--- src/rtl/uart_rx_fifo_if.sv ---
// uart_rx_fifo_if: write strobe, read handshake and status bundle for the UART receive FIFO
interface uart_rx_fifo_if #(parameter int ADDR_W = 4);
    logic [7:0]    wr_data;
    logic          wr_en;
    logic [7:0]    rd_data;
    logic          rd_valid;
    logic          rd_ready;
    logic [ADDR_W:0] count;
    logic          full;
    logic          empty;
    logic          overflow;
    logic          ovf_clr;
    modport master (
        output wr_data, wr_en, rd_ready, ovf_clr,
        input  rd_data, rd_valid, count, full, empty, overflow
    );
    modport slave (
        input  wr_data, wr_en, rd_ready, ovf_clr,
        output rd_data, rd_valid, count, full, empty, overflow
    );
endinterface

--- src/rtl/uart_rx_fifo.sv ---
// uart_rx_fifo: first-word fall-through byte FIFO behind the UART receiver with sticky overflow
module uart_rx_fifo #(
    parameter int DEPTH  = 16,
    parameter int ADDR_W = 4
) (
    input logic            clk,
    input logic            rst,
    uart_rx_fifo_if.slave  bus
);
    localparam logic [ADDR_W:0] FULL_CNT = (ADDR_W+1)'(DEPTH);
    logic [7:0]        mem [DEPTH];
    logic [ADDR_W-1:0] wr_ptr;
    logic [ADDR_W-1:0] rd_ptr;
    logic [ADDR_W:0]   cnt;
    logic              ovf;
    logic              full;
    logic              empty;
    logic              pop;
    logic              push;
    logic              drop;
    // status decode and handshake qualification; a pop frees the slot a full-FIFO write needs
    always_comb begin
        full  = cnt == FULL_CNT;
        empty = cnt == '0;
        pop   = !empty && bus.rd_ready;
        push  = bus.wr_en && (!full || pop);
        drop  = bus.wr_en && full && !pop;
    end
    // storage is deliberately left unreset; contents are only meaningful below count
    always_ff @(posedge clk) begin
        if (push) mem[wr_ptr] <= bus.wr_data;
    end
    // pointers, occupancy and sticky overflow; a dropped write beats a same-cycle clear
    always_ff @(posedge clk or posedge rst) begin
        if (rst) begin
            wr_ptr <= '0;
            rd_ptr <= '0;
            cnt    <= '0;
            ovf    <= 1'b0;
        end else begin
            if (push) wr_ptr <= wr_ptr + ADDR_W'(1);
            if (pop)  rd_ptr <= rd_ptr + ADDR_W'(1);
            cnt <= (push && !pop) ? cnt + (ADDR_W+1)'(1) :
                   (pop && !push) ? cnt - (ADDR_W+1)'(1) : cnt;
            ovf <= drop ? 1'b1 : bus.ovf_clr ? 1'b0 : ovf;
        end
    end
    assign bus.rd_data  = empty ? 8'h00 : mem[rd_ptr];
    assign bus.rd_valid = !empty;
    assign bus.count    = cnt;
    assign bus.full     = full;
    assign bus.empty    = empty;
    assign bus.overflow = ovf;
endmodule

--- src/flat_wrapper.sv ---
// flat-port wrapper written by rule: the top's interface ports become plain ports
module uart_rx_fifo_flat 
#(
    parameter int DEPTH  = 16,
    parameter int ADDR_W = 4
)
  (clk, rst, bus_wr_data, bus_wr_en, bus_rd_ready, bus_ovf_clr, bus_rd_data, bus_rd_valid, bus_count, bus_full, bus_empty, bus_overflow);
  uart_rx_fifo_if #(.ADDR_W(ADDR_W)) bus_i ();
  input logic clk;
  input logic rst;
  input wire logic [$bits(bus_i.wr_data)-1:0] bus_wr_data;
  input wire logic [$bits(bus_i.wr_en)-1:0] bus_wr_en;
  input wire logic [$bits(bus_i.rd_ready)-1:0] bus_rd_ready;
  input wire logic [$bits(bus_i.ovf_clr)-1:0] bus_ovf_clr;
  output wire logic [$bits(bus_i.rd_data)-1:0] bus_rd_data;
  output wire logic [$bits(bus_i.rd_valid)-1:0] bus_rd_valid;
  output wire logic [$bits(bus_i.count)-1:0] bus_count;
  output wire logic [$bits(bus_i.full)-1:0] bus_full;
  output wire logic [$bits(bus_i.empty)-1:0] bus_empty;
  output wire logic [$bits(bus_i.overflow)-1:0] bus_overflow;
  assign bus_i.wr_data = bus_wr_data;
  assign bus_i.wr_en = bus_wr_en;
  assign bus_i.rd_ready = bus_rd_ready;
  assign bus_i.ovf_clr = bus_ovf_clr;
  assign bus_rd_data = bus_i.rd_data;
  assign bus_rd_valid = bus_i.rd_valid;
  assign bus_count = bus_i.count;
  assign bus_full = bus_i.full;
  assign bus_empty = bus_i.empty;
  assign bus_overflow = bus_i.overflow;
  uart_rx_fifo #(.DEPTH(DEPTH), .ADDR_W(ADDR_W)) u_core (.clk(clk), .rst(rst), .bus(bus_i));
endmodule
--- config.mk ---
export PLATFORM = sky130hd
export DESIGN_NAME = uart_rx_fifo_flat
export DESIGN_NICKNAME = d
export VERILOG_FILES = /design/src/rtl/uart_rx_fifo_if.sv /design/src/rtl/uart_rx_fifo.sv /design/src/flat_wrapper.sv
export SDC_FILE = /design/constraint.sdc
export NUM_CORES = 1
export LEC_CHECK = 0
export ABC_AREA = 1
export CAP_MARGIN = 20
export CORE_AREA = 2 2 127 129
export DETAILED_ROUTE_END_ITERATION = 7
export DIE_AREA = 0 0 129 131
export REMOVE_ABC_BUFFERS = 1
export SYNTH_ARGS = -nofsm -noshare
export SYNTH_HDL_FRONTEND = slang
export SYNTH_SLANG_ARGS = --single-unit
--- constraint.sdc ---
create_clock -name clk -period 2.95 [get_ports clk]
set_input_delay 0.59 -clock clk [delete_from_list [all_inputs] [get_ports clk]]
set_output_delay 0.59 -clock clk [all_outputs]
set_load 0.05 [all_outputs]
==> metrics.log <==
INFO  metric max-slew-margin-rel = 0.558
INFO  metric power.sequential.fraction = 0.316
INFO  metric tritoncts_clock_tree = done
INFO  metric num_rows = 46
INFO  metric cts_inserted_buffers = 17
INFO  metric die_width = 129 um
INFO  metric share_comb_of_total_power = 0.425
INFO  metric wirelength = 13300 um
INFO  metric timing.critical_path.from_type = flip-flop
INFO  metric drive_above_1_share = 0.130
INFO  metric finalHoldViolations = 0
INFO  metric clock-root-buffer = sky130_fd_sc_hd__clkbuf_16
INFO  metric report.final.slew_viol_count = 0
INFO  metric io_buffer_count = 29
INFO  metric timing.hold.ws = 0.532 ns
INFO  metric timing.critical_path.cells = nor2_1, nand2_2, nor2_8, clkdlybuf4s50_1
INFO  metric synth.ff_latch_count = 142
INFO  metric cell_type_with_the_highest_aggregate_area_in_the_netlist = sky130_fd_sc_hd__edfxtp_1
INFO  metric detailedRoute.firstIterationViolations = 334
INFO  metric global_route.usage.total = 0.172
INFO  metric power_switching_share = 0.386
INFO  metric die-area = 16900 sq um
INFO  metric synth_top_flop_cell = sky130_fd_sc_hd__edfxtp_1
INFO  metric antenna_cells = 0
INFO  metric clkSlewWorstSetupHoldPaths = 0.06 ns
INFO  metric timing_worst_setup_path_type = reg -> out
INFO  metric synth_area = 6090 sq um
INFO  metric floorplan.initialDensity = 0.390
INFO  metric asyncSetResetFlopFracSynth = 0.0986
INFO  metric yosysUniqueCellTypes = 25
INFO  metric final_antenna_net_count = 0
INFO  metric io_pins = 30
INFO  metric layout.nets = 603
INFO  metric grt_max_degree = 48
INFO  metric clock_sink_count = 142
INFO  metric power = 0.00836 W
INFO  metric skew = 0.00800 ns
INFO  metric critical_path.max_fanout = 10
INFO  metric synth-edff-count = 128
INFO  metric timing_worst_slew_pin_value = 0.659 ns
INFO  metric power_frac_clock = 0.259
INFO  metric area_growth_syn_to_fin = 20.8%
INFO  metric multiInputGateArea = 1650 sq um
INFO  metric achievable-frequency = 358 MHz
INFO  metric num-fill-cells = 1394
INFO  metric final_period_minus_worst_setup_slack = 2.79 ns
INFO  metric power_per_cell_area = 1140 nW/um^2
INFO  metric synth_top_cells_by_area = sky130_fd_sc_hd__edfxtp_1 (63%), sky130_fd_sc_hd__nand2_1 (11%), sky130_fd_sc_hd__nand3_1 (8.5%)
INFO  metric drtPass1Iterations = 4
INFO  metric worst_hold_path_type = reg -> reg
INFO  metric cpPeakStageDelay = 0.85 ns
INFO  metric worst_ep_arrival_time = 2.20 ns
INFO  metric outcome = completed
INFO  metric maxCapViolCount = 0
INFO  metric die_h = 131 um
INFO  metric grt-ovfl-total = 0
INFO  metric route.detailed.vias_per_inst = 4.90
INFO  metric detail_route.wl_per_cell = 16.4 um
INFO  metric ir_drop = 0.776 mV
INFO  metric post-route-period-util = 0.946
INFO  metric top_cells_by_instance_count_after_synthesis = sky130_fd_sc_hd__nand2_1 (182), sky130_fd_sc_hd__edfxtp_1 (128), sky130_fd_sc_hd__nand3_1 (103)
INFO  metric setup_failing_eps_final = 0
INFO  metric synth-seq-area-share = 0.689
INFO  metric synth_most_common_cell = sky130_fd_sc_hd__nand2_1
INFO  metric cells_after_synthesis = 533
INFO  metric crit_path_top_delay_cell = sky130_fd_sc_hd__clkdlybuf4s50_1
INFO  metric placeableCoreArea = 15600 sq um
INFO  metric max-clock-path-buffers = 2
INFO  metric internal_power = 0.00513 W
INFO  metric detailroute.via_count = 3965
INFO  metric grt_antenna_before_repair = 0
INFO  metric synth_largest_type_area_fraction = 0.631
INFO  metric final-seq-area = 4200 sq um
INFO  metric setup_repair_after_global_routing_missed_its_margin = no
INFO  metric worstSkewPairLatency = 0.41 ns
INFO  metric post_route_drc = 0
INFO  metric grt_first_pass_wirelength = 21300 um
INFO  metric switching_power = 0.00323 W
INFO  metric worstSetupEndpointType = output pin
INFO  metric reg2reg_setup_slack = 0.39 ns
INFO  metric cp.required = 2.36 ns
INFO  metric number_of_global_route_vias_before_repair = 4044
INFO  metric leakage = 2.82 nW
INFO  metric dpl_wire_length = 8330 um
INFO  metric gp_congestion = 0.767
INFO  metric depth_of_the_cts_h_tree = 4
INFO  metric syn-mean-instance-area = 11.4 sq um
INFO  metric synth.yosys.warnings = 0
## worst max-delay path, delay by kind of cell, from the launching register on
kind,cells,cell delay [ns]
flip-flops,1,0.45
buffers and inverters,1,0.85
AND/OR/NAND/NOR,3,0.49
## layout make-up
cell class                      count  share of cell area
Sequential cell                   142               0.570
Multi-Input combinational cell    349               0.225
Timing Repair Buffer               53              0.0766
Clock buffer                       18              0.0584
Tap cell                          216              0.0367
Clock inverter                     14              0.0236
Inverter                           17             0.00936
## metrics by stage
| stage | util | setup slack [ns] | cell area, sq um | TNS (ns) | cells |
|---|---|---|---|---|---|
| 6_report | 0.472 | 0.158 | 7350 | 0 | 809 |
| 5_1_grt | 0.472 | 0.0173 | 7350 | 0 | 809 |
| 4_1_cts | 0.471 | 0.0781 | 7350 | 0 | 809 |
| 3_5_place_dp | 0.432 | 0.226 | 6750 | 0 | 777 |
| 3_3_place_gp | 0.432 | 0.296 | 6750 | 0 | 777 |
| 2_1_floorplan | - | -0.520 | 5910 | -4.14 | 508 |
## kinds of logic after synthesis
logic type               count (synthesis)  share of synthesized area
buffers and inverters                   42                     0.0401
flip-flops                             142                      0.689
adder cells (fa/ha/maj)                 10                     0.0218
XOR/XNOR                                 9                     0.0129
AND/OR/NAND/NOR                        316                      0.225
AO/OA/AOI/OAI                           14                     0.0115
## routing by layer
metal / track usage / vias up / part of all wire
met3: 0.0456 / 9 / 0.043
met4: 0.0659 / 0 / 0.0081
met1: 0.209 / 1945 / 0.43
met5: 0 / - / 0
li1: - / 1920 / -
met2: 0.294 / 91 / 0.51
## final timing paths
check / from / end / cells past startpoint
max: u_core.bus.count[0] / bus_empty / 4
min in group asynchronous: rst / u_core.bus.count[4] / 2
max reg2reg: u_core.bus.count[0] / u_core.bus.count[4] / 14
max in group asynchronous: rst / u_core.rd_ptr[0] / 2
min reg2reg: u_core.bus.overflow / u_core.bus.overflow / 2
min: u_core.bus.overflow / u_core.bus.overflow / 2
## layout by cell type (no fill, tap or decap), types with 5 or more instances in the layout
cell                              count
sky130_fd_sc_hd__inv_1               11
sky130_fd_sc_hd__clkdlybuf4s50_1     21
sky130_fd_sc_hd__nand2_2              6
sky130_fd_sc_hd__buf_12               9
sky130_fd_sc_hd__nand3_1            103
sky130_fd_sc_hd__nand2_1            182
sky130_fd_sc_hd__buf_4               23
sky130_fd_sc_hd__dfrtp_1             13
sky130_fd_sc_hd__xor2_1               8
sky130_fd_sc_hd__nor2_1              21
sky130_fd_sc_hd__ha_1                 9
sky130_fd_sc_hd__clkbuf_16           17
sky130_fd_sc_hd__clkinv_2             5
sky130_fd_sc_hd__a21oi_1              9
sky130_fd_sc_hd__edfxtp_1           128
## power by group through the flow
| stage | logic (W) | clock network, W | registers [W] |
|---|---|---|---|
| floorplan | 0.00188 | 0 | 0.00289 |
| global placement | 0.00353 | 0 | 0.00267 |
| detailed placement | 0.00357 | 0 | 0.00268 |
| CTS | 0.00359 | 0.00220 | 0.00265 |
| global route | 0.00388 | 0.00229 | 0.00268 |
| finish | 0.00355 | 0.00216 | 0.00264 |
## flip-flops by register name, summed over array words and instances, names as in the netlist
register,cells
u_core.wr_ptr,4
u_core.bus.overflow,1
u_core.mem,128
u_core.bus.count,5
u_core.rd_ptr,4
## what timing repair did
item | CTS | global route
pin swaps | 0 | 0
cloned | 0 | 0
hold buffers | 0 | 0
setup buffers | 0 | 0
gates resized for setup | 1 | 1
setup endpoints to repair | 2 | 1
No activity file was read; power rests on OpenSTA's default activity.
